### src/rtl/mp_addsub_seq_if.sv
// Request/result handshake bundle for mp_addsub_seq; W is the full operand width (M*K).
interface mp_addsub_seq_if #(parameter int W = 64);
  logic         in_valid;
  logic         in_ready;
  logic         sub;
  logic [W-1:0] x;
  logic [W-1:0] y;
  logic         out_valid;
  logic         out_ready;
  logic [W-1:0] out;
  logic         cout;
  logic         v;
  logic         busy;

  modport master (
    output in_valid, sub, x, y, out_ready,
    input  in_ready, out_valid, out, cout, v, busy
  );

  modport slave (
    input  in_valid, sub, x, y, out_ready,
    output in_ready, out_valid, out, cout, v, busy
  );
endinterface

### src/rtl/mp_addsub_seq.sv
// Multi-precision add/sub: one M-bit limb per cycle through a shared CLA, LSB first; optional `zero` flag via MP_ADDSUB_ZERO_FLAG_EN.
// Result valid K cycles after accept, held in DONE while out_ready=0; single outstanding op, in_ready only in IDLE.
module claAddSubGen #(
  parameter int M = 16
) (
  input  logic [M-1:0] a,
  input  logic [M-1:0] b,
  input  logic         sub,
  input  logic         cin,
  output logic [M-1:0] out,
  output logic         cout,
  output logic         v,
  output logic         g,
  output logic         p
);
  logic [M-1:0] w_bx;
  logic [M-1:0] w_gen;
  logic [M-1:0] w_prop;
  logic [M:0]   w_c;
  logic         w_gg;

  assign w_bx   = b ^ {M{sub}};
  assign w_gen  = a & w_bx;
  assign w_prop = a ^ w_bx;

  // Each carry is a flat sum of products over all lower generate/propagate terms.
  always_comb begin
    logic acc_t;
    logic pp_t;
    acc_t  = 1'b0;
    pp_t   = 1'b1;
    w_c    = '0;
    w_gg   = 1'b0;
    w_c[0] = cin ^ sub;
    for (int i = 0; i < M; i++) begin
      acc_t = 1'b0;
      pp_t  = 1'b1;
      for (int j = i; j >= 0; j--) begin
        acc_t = acc_t | (pp_t & w_gen[j]);
        pp_t  = pp_t & w_prop[j];
      end
      if (i == M - 1) w_gg = acc_t;
      w_c[i+1] = acc_t | (pp_t & w_c[0]);
    end
  end

  assign out  = w_prop ^ w_c[M-1:0];
  assign cout = w_c[M] ^ sub;
  assign v    = w_c[M] ^ w_c[M-1];
  assign g    = w_gg;
  assign p    = &w_prop;
endmodule

module mp_addsub_seq #(
  parameter int M = 16,
  parameter int K = 4
) (
  input  logic              clk,
  input  logic              rst_n,
  mp_addsub_seq_if.slave    io_bus
`ifdef MP_ADDSUB_ZERO_FLAG_EN
  ,
  output logic              zero
`endif
);
  localparam int W  = M * K;
  localparam int IW = (K > 1) ? $clog2(K) : 1;
  localparam logic [IW-1:0] LAST = IW'(K - 1);

  localparam logic [1:0] S_IDLE = 2'd0;
  localparam logic [1:0] S_RUN  = 2'd1;
  localparam logic [1:0] S_DONE = 2'd2;

  logic [1:0]    r_state;
  logic          r_live;
  logic [IW-1:0] r_idx;
  logic          r_carry;
  logic          r_sub;
  logic [W-1:0]  r_x;
  logic [W-1:0]  r_y;
  logic [W-1:0]  r_out;
  logic          r_cout;
  logic          r_v;
`ifdef MP_ADDSUB_ZERO_FLAG_EN
  logic          r_zacc;
  logic          r_zero;
`endif

  logic [M-1:0]  w_a;
  logic [M-1:0]  w_b;
  logic [M-1:0]  w_sum;
  logic          w_cout;
  logic          w_v;
  logic          w_unused_g;
  logic          w_unused_p;

  assign w_a = r_x[r_idx*M +: M];
  assign w_b = r_y[r_idx*M +: M];

  // The adder re-inverts cin/cout when subtracting, so the stored value is a borrow.
  claAddSubGen #(.M(M)) u_cla (
    .a    (w_a),
    .b    (w_b),
    .sub  (r_sub),
    .cin  (r_carry),
    .out  (w_sum),
    .cout (w_cout),
    .v    (w_v),
    .g    (w_unused_g),
    .p    (w_unused_p)
  );

  always_ff @(posedge clk) begin
    if (!rst_n) begin
      r_state <= S_IDLE;
      r_live  <= 1'b0;
      r_idx   <= '0;
      r_carry <= 1'b0;
      r_sub   <= 1'b0;
      r_x     <= '0;
      r_y     <= '0;
      r_out   <= '0;
      r_cout  <= 1'b0;
      r_v     <= 1'b0;
`ifdef MP_ADDSUB_ZERO_FLAG_EN
      r_zacc  <= 1'b0;
      r_zero  <= 1'b0;
`endif
    end else begin
      r_live <= 1'b1;
      case (r_state)
        S_IDLE: begin
          if (io_bus.in_valid && r_live) begin
            r_x     <= io_bus.x;
            r_y     <= io_bus.y;
            r_sub   <= io_bus.sub;
            r_idx   <= '0;
            r_carry <= 1'b0;
`ifdef MP_ADDSUB_ZERO_FLAG_EN
            r_zacc  <= 1'b1;
`endif
            r_state <= S_RUN;
          end
        end
        S_RUN: begin
          r_out[r_idx*M +: M] <= w_sum;
          r_carry             <= w_cout;
`ifdef MP_ADDSUB_ZERO_FLAG_EN
          r_zacc              <= r_zacc & ~(|w_sum);
`endif
          if (r_idx == LAST) begin
            r_cout  <= w_cout;
            r_v     <= w_v;
`ifdef MP_ADDSUB_ZERO_FLAG_EN
            r_zero  <= r_zacc & ~(|w_sum);
`endif
            r_state <= S_DONE;
          end else begin
            r_idx <= r_idx + IW'(1);
          end
        end
        S_DONE: begin
          if (io_bus.out_ready) r_state <= S_IDLE;
        end
        default: r_state <= S_IDLE;
      endcase
    end
  end

  assign io_bus.in_ready  = r_live && (r_state == S_IDLE);
  assign io_bus.out_valid = (r_state == S_DONE);
  assign io_bus.busy      = (r_state != S_IDLE);
  assign io_bus.out       = r_out;
  assign io_bus.cout      = r_cout;
  assign io_bus.v         = r_v;
`ifdef MP_ADDSUB_ZERO_FLAG_EN
  assign zero = r_zero;
`endif
endmodule
### src/flat_wrapper.sv
// flat-port wrapper written by rule: the top's interface ports become plain ports
module mp_addsub_seq_flat 
#(
  parameter int M = 16,
  parameter int K = 4
)
  (clk, rst_n, io_bus_in_valid, io_bus_sub, io_bus_x, io_bus_y, io_bus_out_ready, io_bus_in_ready, io_bus_out_valid, io_bus_out, io_bus_cout, io_bus_v, io_bus_busy);
  mp_addsub_seq_if io_bus_i ();
  input  logic clk;
  input  logic rst_n;
  input wire logic [$bits(io_bus_i.in_valid)-1:0] io_bus_in_valid;
  input wire logic [$bits(io_bus_i.sub)-1:0] io_bus_sub;
  input wire logic [$bits(io_bus_i.x)-1:0] io_bus_x;
  input wire logic [$bits(io_bus_i.y)-1:0] io_bus_y;
  input wire logic [$bits(io_bus_i.out_ready)-1:0] io_bus_out_ready;
  output wire logic [$bits(io_bus_i.in_ready)-1:0] io_bus_in_ready;
  output wire logic [$bits(io_bus_i.out_valid)-1:0] io_bus_out_valid;
  output wire logic [$bits(io_bus_i.out)-1:0] io_bus_out;
  output wire logic [$bits(io_bus_i.cout)-1:0] io_bus_cout;
  output wire logic [$bits(io_bus_i.v)-1:0] io_bus_v;
  output wire logic [$bits(io_bus_i.busy)-1:0] io_bus_busy;
  assign io_bus_i.in_valid = io_bus_in_valid;
  assign io_bus_i.sub = io_bus_sub;
  assign io_bus_i.x = io_bus_x;
  assign io_bus_i.y = io_bus_y;
  assign io_bus_i.out_ready = io_bus_out_ready;
  assign io_bus_in_ready = io_bus_i.in_ready;
  assign io_bus_out_valid = io_bus_i.out_valid;
  assign io_bus_out = io_bus_i.out;
  assign io_bus_cout = io_bus_i.cout;
  assign io_bus_v = io_bus_i.v;
  assign io_bus_busy = io_bus_i.busy;
  mp_addsub_seq #(.M(M), .K(K)) u_core (.clk(clk), .rst_n(rst_n), .io_bus(io_bus_i));
endmodule
### config.mk
export PLATFORM = sky130hd
export DESIGN_NAME = mp_addsub_seq_flat
export DESIGN_NICKNAME = d
export VERILOG_FILES = /design/src/rtl/mp_addsub_seq_if.sv /design/src/rtl/mp_addsub_seq.sv /design/src/flat_wrapper.sv
export SDC_FILE = /design/constraint.sdc
export NUM_CORES = 1
export LEC_CHECK = 0
export BUFFER_PORTS_ARGS = -buffer_cell sky130_fd_sc_hd__buf_4
export CAP_MARGIN = 10
export CORE_AREA = 2 2 177 179
export CTS_BUF_LIST = sky130_fd_sc_hd__clkbuf_4 sky130_fd_sc_hd__clkbuf_8
export CTS_CLUSTER_SIZE = 20
export DETAILED_ROUTE_END_ITERATION = 8
export DIE_AREA = 0 0 179 181
export PLACE_DENSITY = 0.58
export SLEW_MARGIN = 20
export SYNTH_ARGS = -nofsm -noshare
export SYNTH_HDL_FRONTEND = slang
export SYNTH_SLANG_ARGS = --single-unit
### constraint.sdc
create_clock -name clk -period 6.7 [get_ports clk]
set_clock_uncertainty 0.1 [all_clocks]
set_input_delay 0.335 -clock clk [delete_from_list [all_inputs] [get_ports clk]]
set_output_delay 0.335 -clock clk [all_outputs]
set_load 0.01 [all_outputs]
; Word level (Yosys, flattened, before mapping)
; Cells that the tools add are included.
[totals]
out_inout_bits = 69
word_cells = 443
ff_bits = 201
[classes]
add_sub_neg = 2
shift = 4
n_eq_ne = 7
n_reduce_logical = 10
bitwise_logic = 399
n_mux = 11
[op_table]
columns = cell, n
row1 = $and A1 B1 Y1, 256
row2 = $or A1 B1 Y1, 136
row3 = $shiftx A64 B7 Y16, 2
row4 = $bwmux W64, 1
row5 = $shift A16 B34 Y64 const A, 1
row6 = $shiftx A16 B34 Y64, 1
row7 = $xor A16 B16 Y16, 3
row8 = $neg A6 Y34, 1
row9 = $and A16 B16 Y16, 1
row10 = $mux W2, 5
row11 = $pmux W2 S3, 1
row12 = $reduce_and A2 Y1, 3
row13 = $reduce_and A3 Y1, 2
row14 = $eq A2 B2 Y1 const B, 2
row15 = $ne A2 B1 Y1 const B, 2
row16 = $ne A2 B2 Y1 const B, 2
row17 = $pmux W2 S2, 1
row18 = $reduce_bool A2 Y1, 2
row19 = $xor A1 B1 Y1, 3
row20 = $add A2 B1 Y2 const B, 1
row21 = $eq A2 B1 Y1 const B, 1
row22 = $logic_and A1 B1 Y1, 2
row23 = $logic_not A2 Y1, 1
row24 = $mux W1, 2
row25 = $pmux W1 S2, 1

; Logic depth before layout (Yosys ltp)
[depth]
ltp_word = 22
ltp_mapped = 11
depth_no_buf = 9

; Modules after synthesis
; A second synthesis with hierarchy kept.
[unflattened]
cells_unflattened = 956
hier_area_um2 = 9068.7
[modules_own_cells]
columns = module, area_each_um2, cells_each, instances, seq_area_each_um2
row1 = mp_addsub_seq, 8071.5, 834, 1, 4023.9
row2 = claAddSubGen, 997.2, 122, 1, 0.0

; Worst setup path after synthesis
; No wires, ideal clock.
[synth_timing]
path_type = register -> register
start = register u_core.r_idx[0]
end = register u_core.r_out[15], in the netlist u_core.io_bus.out[15]
n_path_buf = 3
stages_incl_launch_ff = 12
synth_period_minus_slack_ps = 3754
path_slack_ps = 2946
arrival_ps = 3536
setup_time_ps = 117
path_cell_list = dfxtp_1 buf_2 buf_2 buf_2 mux4_2 ha_1 and3_1 a221oi_2 and2_2 a211oi_4 or3_4 a32o_1
[synth_via]
elab_chain_len = 22
elab_cells_between_ends = 355
classes_between = add/sub: 1 / shift: 4 / mux: 1 / bitwise: 349
[synth_lines]
columns = item, line
row1 = from (decl), mp_addsub_seq.sv:76  ; logic [IW-1:0] r_idx;
row2 = from (signal assigned), mp_addsub_seq.sv:159  ; r_idx <= r_idx + IW'(1);
row3 = $shiftx A64 B7 Y16, mp_addsub_seq.sv:98  ; assign w_b = r_y[r_idx*M +: M];
row4 = $xor A16 B16 Y16, mp_addsub_seq.sv:22  ; assign w_bx = b ^ {M{sub}};
row5 = $xor A16 B16 Y16 or $and A16 B16 Y16 (tied branches), "mp_addsub_seq.sv:24, mp_addsub_seq.sv:23"
row6 = "$and A1 B1 Y1, on equally long branches", "mp_addsub_seq.sv:39, mp_addsub_seq.sv:40"
row7 = $or A1 B1 Y1 (tied with other cells) (13 in a row), mp_addsub_seq.sv:39  ; acc_t = acc_t | (pp_t & w_gen[j]);
row8 = $or A1 B1 Y1 or $and A1 B1 Y1 (tied branches), "mp_addsub_seq.sv:39, mp_addsub_seq.sv:43"
row9 = $or A1 B1 Y1, mp_addsub_seq.sv:43  ; w_c[i+1] = acc_t | (pp_t & w_c[0]);
row10 = $xor A16 B16 Y16, mp_addsub_seq.sv:47  ; assign out = w_prop ^ w_c[M-1:0];
row11 = $shiftx A16 B34 Y64, mp_addsub_seq.sv:146  ; r_out[r_idx*M +: M] <= w_sum;
row12 = $bwmux W64 (*), mp_addsub_seq.sv:146
row13 = "to (signal, indexed assignment)", mp_addsub_seq.sv:146
row14 = to (decl), mp_addsub_seq.sv:81  ; logic [W-1:0] r_out;
; Mark *: on every way between the ends. The rest lies on a longest branch, timed or not.
; A chain may end at the register's enable or synchronous reset.

; Final worst setup path
[layout_timing]
start = register u_core.r_idx[0]
end = register u_core.r_out[28], in the netlist u_core.io_bus.out[28]
; The elaborated chain is that of the path after synthesis.

==> key figures <==
Clock tree
  – CTS Sinks: 201
  – Worst-path clk slew: 0.06 ns
  – Clk Latency, worst-skew pair: 0.52 ns
  – Clk buf depth: 3
  – CTS H-tree lvls: 2
  – Setup Buffers After CTS: 0
  – CTS tree: yes
  – Clock Tree Root: clkbuf_8
  – CTS resizes: 0
  – CTS buffer count: 37

STA
  – Final WS setup: 2.72 ns
  – Crit path time final: 3.98 ns
  – Final setup fails: 0
  – Hold Fails Final Rpt: 0
  – Final period util: 59.4%
  – Fin. max-slew vios: 0
  – RSZ-0062 raised after global routing: no
  – Setup tns final: 0 ns
  – FMAX: 251 MHz
  – Worst hold margin: 0.0242 ns
  – Worst-Margin Slew: 0.976 ns
  – Headroom to the max-slew limit: 34.9%

Routing
  – Post-route DRC: 0
  – Avg WL per Cell: 17.0 µm
  – Vias after detailed routing: 8034
  – DRT Pass-1 Iters: 4
  – Final ANT Viol Nets: 0
  – Vias per Instance: 4.79
  – Drt initial violations: 584
  – Final WL: 28.5 mm

Worst hold path
  – Hold Crit Class: in2reg

Logic synthesis
  – Synth top cells by count: 289 x nand2_1, 201 x dfxtp_1, 131 x a21boi_0
  – Area leader, netlist: dfxtp_1
  – Ys Warns: 0
  – Most frequent cell after synthesis: nand2_1
  – Synth Flop Type: dfxtp_1
  – Syn avg cell area: 9.32 µm²
  – Cell area after synthesis: 9020 µm²
  – Synth Net Count: 1125
  – EDFF count, synth: 0
  – Synth Register Bits: 201
  – Ranking of synthesized cells by area: dfxtp_1 45%, nand2_1 12%, a21boi_0 11%, mux4_2 8.0%, ha_1 3.2%
  – Fraction of registers with async set/reset: 0%
  – Yosys top cell area share: 44.6%
  – Post-synthesis sequential area ratio: 44.6%
  – Cell variety after synth: 57
  – Cell count after synthesis: 968

Setup path
  – Max incr delay on CP: 0.61 ns
  – Worst-path cell chain: buf_4, mux4_2, xor2_1, ha_1, a21o_1, a221oi_4, nor2_1, o41ai_2, xor2_1, o21ai_0
  – CP endpoint kind: flop
  – CP Launch Type: flop
  – Worst setup path category: reg2reg
  – Max Fanout on Critical Path: 40
  – Slowest CP cell: mux4_2
  – CP Data Arrival Time: 4.27 ns
  – Crit path top cell by count: xor2_1
  – Critical path required time: 6.99 ns

Run status
  – Status: completed

Floorplanning
  – Core Area: 30300 µm²
  – IO Count: 202
  – Num rows: 64
  – Die width: 179 µm
  – Die Y: 181 µm
  – Initial core utilization: 29.7%
  – Die footprint: 32400 µm²

Layout
  – Fraction of final layout cells sized beyond drive strength 1: 25.0%
  – Fill cells: 2979
  – Multi-input gate area: 4720 µm²
  – Final Util: 42.0%
  – Nets@finish: 1413
  – Area Growth Syn to Fin: 41.3%
  – Ant diodes: 0
  – Register area: 4030 µm²

Global routing
  – Busiest grt layer: met2
  – Initial antenna violation count: 0
  – Remaining Overflow, GRT: 0
  – Overall Global Routing Usage: 17.2%
  – Met1 global-route usage: 24.0%
  – First-pass GRT wire length: 43.3 mm
  – Largest net degree at the start of global routing: 106
  – Number of global-route vias before repair: 7748
  – GR Layer Usage met3: 3.18%
  – Met2 Resource Use GR: 26.5%

Power and ir drop
  – Internal: 2180 µW
  – Logic pwr share: 13.9%
  – Total power: 2920 µW
  – Leakage: 0.00515 µW
  – Sw frac: 25.4%
  – Clock network power share: 42.8%
  – Cell area power density: 229 nW/µm²
  – Register share of total power: 43.3%
  – Switch Pwr: 741 µW
  – Worst vdd ir: 0.112 mV

Placed design
  – RD Place Congestion: 0.822
  – Dpl ws: 2.75 ns
  – Buffers on Ports: 201
  – Detailed-placement wirelength estimate: 20.0 mm

Job
  – Maximum capacitance violations: 0
kinds of logic after synthesis:
group                      after synthesis  share of synthesized area [%]
adders and majority gates               24                           3.41
AOI/OAI and AO/OA                      241                           20.7
xor gates and xnor gates                27                           2.70
buffers and inverters                   76                           3.27
DFF                                    201                           44.6
muxes                                   34                           8.21
and+or+nand+nor                        365                           17.1
power groups by stage:
stage / logic, µW / clock network (µW) / registers, µW
after floorplan: 208 / 0 / 1280
after global placement: 347 / 0 / 1290
after detailed placement: 352 / 0 / 1290
after CTS: 405 / 1280 / 1260
after global routing: 441 / 1340 / 1270
final: 404 / 1250 / 1270
what timing repair did:
| item | in CTS | in global routing |
|---|---|---|
| hold buffers | 110 | 1 |
| endpoints found under the hold margin | 110 | 1 |
| endpoints found under the setup margin | 0 | 0 |
worst paths after layout:
path / end / start / slack [ns] / cells past startpoint
worst max-delay path: u_core.io_bus.out[28]$_SDFFE_PN0P_ / u_core.r_idx[0]$_SDFFE_PN0P_ / 2.72 / 10
worst max register to register: u_core.io_bus.out[28]$_SDFFE_PN0P_ / u_core.r_idx[0]$_SDFFE_PN0P_ / 2.72 / 10
worst min-delay path: u_core.r_y[2]$_SDFFE_PN0P_ / io_bus_y[2] / 0.02 / 3
worst min register to register: u_core.r_x[45]$_SDFFE_PN0P_ / u_core.r_x[45]$_SDFFE_PN0P_ / 0.36 / 2
cell usage in the layout (no fill, tap or decap), drive strengths merged, types with 2 or more instances in the layout:
cell	n
nand4	2
clkinv	2
o21ai	18
nand3	5
a22o	24
a32o	12
a211oi	2
nor3	7
nand2	289
dfxtp	201
xor2	21
a31oi	2
clkinvlp	3
xnor2	6
and2	11
nor2b	20
inv	8
a21boi	132
or3	3
bufinv	2
a22oi	18
mux4	32
nor2	12
dlygate4sd3	111
ha	23
and3	6
mux2i	2
a21o	8
a221oi	2
nand2b	3
clkbuf	56
o221ai	2
buf	206
a21oi	11
worst max-delay path: cells and delay by family (launching register included):
kind            cells  cell delay (ns)
xor+xnor            2             0.52
fa+ha+maj           1             0.36
simple gates        1             0.15
compound gates      4             1.19
buf+inv             1             0.57
mux                 1             0.61
flops               1             0.31
per-layer routing:
metal,vias up,wire [µm]
met5,-,0
met4,0,860
met3,53,1690
met2,250,12700
met1,3784,13200
li1,3947,-
metrics by stage:
step	instances	area, µm²
after floorplan	968	9020
after global placement	1501	10800
after detailed placement	1502	10800
after CTS	1675	12700
after global routing	1676	12700
final	1676	12700
area by class of cell:
| cell class | instances | share of cell area (%) |
|---|---|---|
| Tap cell | 396 | 3.89 |
| Inverter | 8 | 0.236 |
| Clock buffer | 56 | 5.51 |
| Clock inverter | 7 | 0.726 |
| Multi-Input combinational cell | 691 | 37.0 |
| Timing Repair Buffer | 317 | 21.0 |
| Sequential cell | 201 | 31.6 |
state kept, by name, indices dropped and copies added (netlist names):
| signal | count |
|---|---|
| u_core.r_live | 1 |
| u_core.r_x | 64 |
| u_core.r_sub | 1 |
| u_core.r_idx | 2 |
| u_core.r_y | 64 |
| u_core.io_bus.v | 1 |
| u_core.io_bus.out | 64 |
| u_core.r_carry | 1 |
| u_core.r_state | 2 |
| u_core.io_bus.cout | 1 |
No activity file was read; power rests on OpenSTA's default activity.
